$ cat src/rtl/trigger_wheel_gen_if.sv
// Trigger-wheel generator control and waveform bundle.
// master drives control/config, slave is the wheel generator.
interface trigger_wheel_gen_if #(
   parameter int TEETH   = 60,
   parameter int PER_W   = 16,
   parameter int CAM_CH  = 2,
   parameter int TW      = $clog2(TEETH)
);
   logic                 load;
   logic                 en;
   logic [PER_W-1:0]     per_init;
   logic [PER_W-1:0]     per_target;
   logic [PER_W-1:0]     per_step;
   logic [CAM_CH*TW-1:0] cam_start;
   logic [CAM_CH*TW-1:0] cam_stop;
   logic [CAM_CH-1:0]    cam_sel;
   logic                 crank_out;
   logic [CAM_CH-1:0]    cam_out;
   logic [TW-1:0]        tooth_idx;
   logic                 phase;
   logic [PER_W-1:0]     per_cur;
   logic                 rev_stb;
   logic                 busy;

   modport master (
      output load, en, per_init, per_target, per_step,
      output cam_start, cam_stop, cam_sel,
      input  crank_out, cam_out, tooth_idx, phase,
      input  per_cur, rev_stb, busy
   );

   modport slave (
      input  load, en, per_init, per_target, per_step,
      input  cam_start, cam_stop, cam_sel,
      output crank_out, cam_out, tooth_idx, phase,
      output per_cur, rev_stb, busy
   );
endinterface

$ cat src/rtl/trigger_wheel_gen.sv
// Crank/cam trigger-wheel pattern generator with
// linear tooth-period ramp toward a target speed.
module trigger_wheel_gen #(
   parameter int TEETH   = 60,
   parameter int MISSING = 2,
   parameter int PER_W   = 16,
   parameter int CAM_CH  = 2,
   parameter int TW      = $clog2(TEETH)
) (
   input logic           clk,
   input logic           rst,
   trigger_wheel_gen_if.slave tw
);
   localparam int N  = TEETH - MISSING;
   localparam int CW = PER_W + $clog2(MISSING + 2);

   logic [CW-1:0]     cnt;
   logic [TW-1:0]     idx_q;
   logic              ph_q;
   logic [PER_W-1:0]  per_q;
   logic              crank_q;
   logic [CAM_CH-1:0] cam_q;
   logic              rev_q;
   logic              busy_q;

   logic [CW-1:0]     len;
   logic [CW-1:0]     half;
   logic [CW-1:0]     cnt_inc;
   logic              last;
   logic              wrap;
   logic [TW-1:0]     idx_nx;
   logic              ph_nx;
   logic [PER_W-1:0]  per_nx;
   logic [PER_W-1:0]  init_c;
   logic [PER_W-1:0]  tgt_c;
   logic [PER_W:0]    pc;
   logic [PER_W:0]    tg;
   logic [PER_W:0]    st;
   logic [CAM_CH-1:0] cam_nx;
   logic [CAM_CH-1:0] cam_ld;

   function automatic logic [PER_W-1:0] clamp2(
      input logic [PER_W-1:0] v
   );
      return (v < PER_W'(2)) ? PER_W'(2) : v;
   endfunction

   function automatic logic [CAM_CH-1:0] cam_eval(
      input logic [TW-1:0]        idx,
      input logic                 ph,
      input logic [CAM_CH*TW-1:0] s_all,
      input logic [CAM_CH*TW-1:0] e_all,
      input logic [CAM_CH-1:0]    sel
   );
      logic [CAM_CH-1:0] r;
      logic [TW-1:0]     s;
      logic [TW-1:0]     e;
      logic              hit;
      r = '0;
      for (int c = 0; c < CAM_CH; c++) begin
         s   = s_all[c*TW +: TW];
         e   = e_all[c*TW +: TW];
         hit = 1'b0;
         if (s < e)
            hit = (idx >= s) && (idx < e);
         else if (s > e)
            hit = (idx >= s) || (idx < e);
         r[c] = hit && (ph == sel[c]);
      end
      return r;
   endfunction

   // Tooth length, boundary detect and next-tooth values.
   always_comb begin
      wrap    = (idx_q == TW'(N - 1));
      len     = wrap ? CW'(per_q) * CW'(MISSING + 1)
                     : CW'(per_q);
      half    = len >> 1;
      cnt_inc = cnt + CW'(1);
      last    = (cnt == len - CW'(1));
      idx_nx  = wrap ? '0 : idx_q + TW'(1);
      ph_nx   = ph_q ^ wrap;
      init_c  = clamp2(tw.per_init);
      tgt_c   = clamp2(tw.per_target);
      cam_nx  = cam_eval(idx_nx, ph_nx, tw.cam_start,
                         tw.cam_stop, tw.cam_sel);
      cam_ld  = cam_eval('0, 1'b0, tw.cam_start,
                         tw.cam_stop, tw.cam_sel);
   end

   // Period ramp toward target, never overshooting.
   always_comb begin
      pc     = {1'b0, per_q};
      tg     = {1'b0, tgt_c};
      st     = {1'b0, tw.per_step};
      per_nx = per_q;
      if (pc > tg) begin
         if (st >= pc - tg) per_nx = tgt_c;
         else               per_nx = per_q - tw.per_step;
      end else if (pc < tg) begin
         if (st >= tg - pc) per_nx = tgt_c;
         else               per_nx = per_q + tw.per_step;
      end
   end

   // Wheel state: load restarts, en advances, else hold.
   always_ff @(posedge clk or negedge rst) begin
      if (!rst) begin
         cnt     <= '0;
         idx_q   <= '0;
         ph_q    <= 1'b0;
         per_q   <= '0;
         crank_q <= 1'b0;
         cam_q   <= '0;
         rev_q   <= 1'b0;
         busy_q  <= 1'b0;
      end else if (tw.load) begin
         cnt     <= '0;
         idx_q   <= '0;
         ph_q    <= 1'b0;
         per_q   <= init_c;
         crank_q <= 1'b0;
         cam_q   <= cam_ld;
         rev_q   <= 1'b1;
         busy_q  <= 1'b1;
      end else if (busy_q && tw.en) begin
         if (last) begin
            cnt     <= '0;
            idx_q   <= idx_nx;
            ph_q    <= ph_nx;
            per_q   <= per_nx;
            crank_q <= 1'b0;
            cam_q   <= cam_nx;
            rev_q   <= wrap;
         end else begin
            cnt     <= cnt_inc;
            crank_q <= (cnt_inc >= half);
            rev_q   <= 1'b0;
         end
      end
   end

   assign tw.crank_out = crank_q;
   assign tw.cam_out   = cam_q;
   assign tw.tooth_idx = idx_q;
   assign tw.phase     = ph_q;
   assign tw.per_cur   = per_q;
   assign tw.rev_stb   = rev_q;
   assign tw.busy      = busy_q;
endmodule

$ cat src/flat_wrapper.sv
// flat-port wrapper written by rule: the top's interface ports become plain ports
module trigger_wheel_gen_flat 
#(
   parameter int TEETH   = 60,
   parameter int MISSING = 2,
   parameter int PER_W   = 16,
   parameter int CAM_CH  = 2,
   parameter int TW      = $clog2(TEETH)
)
  (clk, rst, tw_load, tw_en, tw_per_init, tw_per_target, tw_per_step, tw_cam_start, tw_cam_stop, tw_cam_sel, tw_crank_out, tw_cam_out, tw_tooth_idx, tw_phase, tw_per_cur, tw_rev_stb, tw_busy);
  trigger_wheel_gen_if #(.TEETH(TEETH), .PER_W(PER_W), .CAM_CH(CAM_CH), .TW(TW)) tw_i ();
  input logic clk;
  input logic rst;
  input wire logic [$bits(tw_i.load)-1:0] tw_load;
  input wire logic [$bits(tw_i.en)-1:0] tw_en;
  input wire logic [$bits(tw_i.per_init)-1:0] tw_per_init;
  input wire logic [$bits(tw_i.per_target)-1:0] tw_per_target;
  input wire logic [$bits(tw_i.per_step)-1:0] tw_per_step;
  input wire logic [$bits(tw_i.cam_start)-1:0] tw_cam_start;
  input wire logic [$bits(tw_i.cam_stop)-1:0] tw_cam_stop;
  input wire logic [$bits(tw_i.cam_sel)-1:0] tw_cam_sel;
  output wire logic [$bits(tw_i.crank_out)-1:0] tw_crank_out;
  output wire logic [$bits(tw_i.cam_out)-1:0] tw_cam_out;
  output wire logic [$bits(tw_i.tooth_idx)-1:0] tw_tooth_idx;
  output wire logic [$bits(tw_i.phase)-1:0] tw_phase;
  output wire logic [$bits(tw_i.per_cur)-1:0] tw_per_cur;
  output wire logic [$bits(tw_i.rev_stb)-1:0] tw_rev_stb;
  output wire logic [$bits(tw_i.busy)-1:0] tw_busy;
  assign tw_i.load = tw_load;
  assign tw_i.en = tw_en;
  assign tw_i.per_init = tw_per_init;
  assign tw_i.per_target = tw_per_target;
  assign tw_i.per_step = tw_per_step;
  assign tw_i.cam_start = tw_cam_start;
  assign tw_i.cam_stop = tw_cam_stop;
  assign tw_i.cam_sel = tw_cam_sel;
  assign tw_crank_out = tw_i.crank_out;
  assign tw_cam_out = tw_i.cam_out;
  assign tw_tooth_idx = tw_i.tooth_idx;
  assign tw_phase = tw_i.phase;
  assign tw_per_cur = tw_i.per_cur;
  assign tw_rev_stb = tw_i.rev_stb;
  assign tw_busy = tw_i.busy;
  trigger_wheel_gen #(.TEETH(TEETH), .MISSING(MISSING), .PER_W(PER_W), .CAM_CH(CAM_CH), .TW(TW)) u_core (.clk(clk), .rst(rst), .tw(tw_i));
endmodule
$ cat config.mk
export PLATFORM = sky130hd
export DESIGN_NAME = trigger_wheel_gen_flat
export DESIGN_NICKNAME = d
export VERILOG_FILES = /design/src/rtl/trigger_wheel_gen_if.sv /design/src/rtl/trigger_wheel_gen.sv /design/src/flat_wrapper.sv
export SDC_FILE = /design/constraint.sdc
export NUM_CORES = 1
export LEC_CHECK = 0
export CAP_MARGIN = 5
export CORE_MARGIN = 2
export CORE_UTILIZATION = 54
export DETAILED_ROUTE_END_ITERATION = 8
export PLACE_DENSITY = 0.79
export SYNTH_ARGS = -nofsm -noshare
export SYNTH_HDL_FRONTEND = slang
export SYNTH_SLANG_ARGS = --single-unit
$ cat constraint.sdc
create_clock -name clk -period 4.9 [get_ports clk]
set_input_delay 0.49 -clock clk [delete_from_list [all_inputs] [get_ports clk]]
set_output_delay 0.49 -clock clk [all_outputs]
set_load 0.05 [all_outputs]
==> flow_metrics.env <==
export IMPL_status="finished, violations left"
export IMPL_violations="negative setup slack"
export IMPL_synth_top_area_share_pct=21.4
export IMPL_maxCapViolations=0
export IMPL_grt_pass1_vias=9916
export IMPL_ant_nets=0
export IMPL_io_buffers=105
export IMPL_drcViolationCount=0
export IMPL_drt_vias_per_instance=6.25
export IMPL_fin_worst_skew_ps=10.4
export IMPL_fin_ws_ps=-348
export IMPL_placed_area_mm2=0.0117
export IMPL_min_period_ps=5250
export IMPL_crit_path_max_incr_delay_ps=350
export IMPL_syn_inst=1251
export IMPL_wl_per_cell_um=19.3
export IMPL_crit_type="in2reg"
export IMPL_globalplace_congestion=0.985
export IMPL_cp_num_buf_inv=3
export IMPL_area_delta_synth_final_pct=28.2
export IMPL_netlist_top_cells_area="ha_1 (21%), dfrtp_1 (12%), xnor2_1 (5.3%)"
export IMPL_yosys_warnings=0
export IMPL_vias=10400
export IMPL_synth_ff_type="dfrtp_1"
export IMPL_cts_clk_slew_worst_paths_ps=80
export IMPL_synth_area_leader_cell="ha_1"
export IMPL_setup_violations=15
export IMPL_cp_start_kind="input pin"
export IMPL_arrival_ps=5440
export IMPL_place_inst=1633
export IMPL_vdd_ir_drop_max_uv=380
export IMPL_cts_buffers=5
export IMPL_cts_tree="yes"
export IMPL_finalCritPeriodShare_pct=107
export IMPL_postLayoutCoreUtil_pct=71.1
export IMPL_crit_family="compound AO/OA/AOI/OAI gates"
export IMPL_final_common_cell="ha_1"
export IMPL_tightestPinTransition_ps=1080
export IMPL_crit_required_ps=5090
export IMPL_antenna_cells=0
export IMPL_rsz0062_at_grt="yes"
export IMPL_avgSynthCellArea_um2=7.70
export IMPL_timing_slew_headroom_pct=28.0
export IMPL_cp_slowest_cell="nor4_4"
export IMPL_endpoint_kind="flop"
export IMPL_num_fill_cells=1400
export IMPL_grt_ovfl_total=0
export IMPL_yosys_register_bits=46
export IMPL_grt_max_degree=47
export IMPL_die_area_mm2=0.0189
export IMPL_dieHeight_um=138
export IMPL_core_region_area_mm2=0.0174
export IMPL_drv_slew=0
export IMPL_clk_path_buf_depth=2
export IMPL_rows=48
export IMPL_synth_edff_count=0
export IMPL_yosysUniqueCellTypes=96
export IMPL_die_w_um=138
export IMPL_fmax_ghz=0.191
export IMPL_hold_class="in2async"
export IMPL_power_density_mw_per_mm2=428
export IMPL_start_util_pct=55.5
export IMPL_final_cell_mix="ha_1 (160), buf_4 (123), inv_1 (116)"
export IMPL_fin_cells=1662
export IMPL_wl_um=32100
export IMPL_clock_sinks=46
export IMPL_seq_area_mm2=0.00115
export IMPL_synthArstFlopShare_pct=100
export IMPL_clock_latency_ps=300
export IMPL_io_pins=106
export IMPL_final_cell_area_mm2=0.0123
export IMPL_multi_input_comb_area_mm2=0.00823
export IMPL_synth_area_mm2=0.00963
export IMPL_dr_first_iter_drc_count=839
export IMPL_dp_hpwl_um=25900
export IMPL_layout_nets=1684
export IMPL_ys_seq_area_share_pct=12.0
export IMPL_final_hold_viol_count=0
export IMPL_grt_use_total_pct=33.8
export IMPL_synth_nets=1499
export IMPL_cp_max_fo=4
export IMPL_fin_setup_tns_ps=-3380
export IMPL_cts_root_buf="clkbuf_16"
export IMPL_antenna_found_initial=0
export IMPL_p_leak_nw=5.78
export IMPL_grt_pass1_wl_um=50400
export IMPL_drive_gt1_share_pct=17.7
export IMPL_firstDrtPassIters=5
export IMPL_htreeDepth=2
==> cells in the mapped netlist, drive strengths merged (8+ instances only) <==
master / n
a211oi: 17
a21boi: 8
a21o: 45
a21oi: 95
a221oi: 8
a32o: 19
buf: 13
clkbuf: 46
dfrtp: 46
ha: 165
inv: 118
mux2: 9
mux2i: 15
nand2: 95
nand2b: 17
nand3: 37
nand4: 14
nor2: 75
nor2b: 19
nor3: 28
nor4: 21
o211ai: 10
o21a: 15
o21ai: 71
o21bai: 9
o221ai: 10
or2: 10
or3: 9
xnor2: 58
xor2: 23
==> worst paths after layout <==
| check | start | end | slack (ps) | cells past startpoint |
|---|---|---|---|---|
| worst min-delay path | rst | u_core.tw.tooth_idx[4] | 300 | 2 |
| worst max-delay path | tw_per_target[15] | u_core.tw.per_cur[7] | -350 | 27 |
| max in group asynchronous | rst | u_core.tw.per_cur[1] | 4120 | 2 |
| min in group clk | u_core.tw.rev_stb | u_core.tw.rev_stb | 520 | 2 |
| worst max register to register | u_core.tw.per_cur[1] | u_core.tw.per_cur[7] | 80 | 23 |
| worst min register to register | u_core.tw.rev_stb | u_core.tw.rev_stb | 520 | 2 |
==> cell families (layout without fill, tap and decap cells) <==
group | Yosys count | after routing | synth area share [%]
fa+ha+maj | 170 | 170 | 22.5
mux | 24 | 24 | 2.81
flops | 46 | 46 | 12.0
compound gates | 387 | 387 | 27.8
xor+xnor | 85 | 85 | 8.31
buf+inv | 178 | 364 | 7.34
simple gates | 361 | 361 | 19.3
==> stage by stage <==
step / worst slack (ps) / hold slack (ps) / power [mW]
floorplan: -11.1 / 194 / 3.13
global route: -547 / 350 / 5.64
detailed placement: -1090 / 493 / 4.31
finish: -348 / 305 / 5.29
global placement: -973 / 479 / 4.22
CTS: -247 / 325 / 4.97
==> what timing repair did <==
item	CTS	global route
setup endpoints to repair	16	44
gates cloned	1	0
gates resized for setup	83	39
hold buffers	0	0
hold endpoints to repair	0	0
pin swaps	56	54
buffers inserted	10	13
==> worst register-to-register path: cells and delay by family (launching register included) <==
family	cells	cell delay [ps]
buf+inv	2	280
simple gates	4	590
flops	1	460
fa+ha+maj	2	540
compound gates	15	2840
==> layer usage <==
layer / track usage, % / vias up / part of all wire [%]
li1: - / 4957 / -
met1: 44.4 / 4937 / 44
met2: 57.5 / 406 / 47
met3: 2.80 / 90 / 5.5
met4: 13.2 / 0 / 4.4
met5: 0 / - / 0
==> registers in the layout, summed over array words and instances (netlist names) <==
signal,cells
u_core.cnt,18
u_core.tw.per_cur,16
u_core.tw.tooth_idx,6
u_core.tw.cam_out,2
u_core.tw.busy,1
u_core.tw.crank_out,1
u_core.tw.phase,1
u_core.tw.rev_stb,1
==> power by group <==
group          internal, mW  total, mW  switching [mW]
sequential            0.420      0.478          0.0580
combinational          2.03       4.40            2.37
clock                 0.242      0.408           0.166
==> cell type report <==
cell class / count / share of cell area, %
inverters: 119 / 3.62
clock inverters: 2 / 0.304
well taps: 225 / 2.28
repair buffers: 237 / 16.7
clock buffers: 6 / 1.04
flip-flops and latches: 46 / 9.35
multi-input cells: 1027 / 66.7
Note: power is estimated with default switching activity, not from simulation.
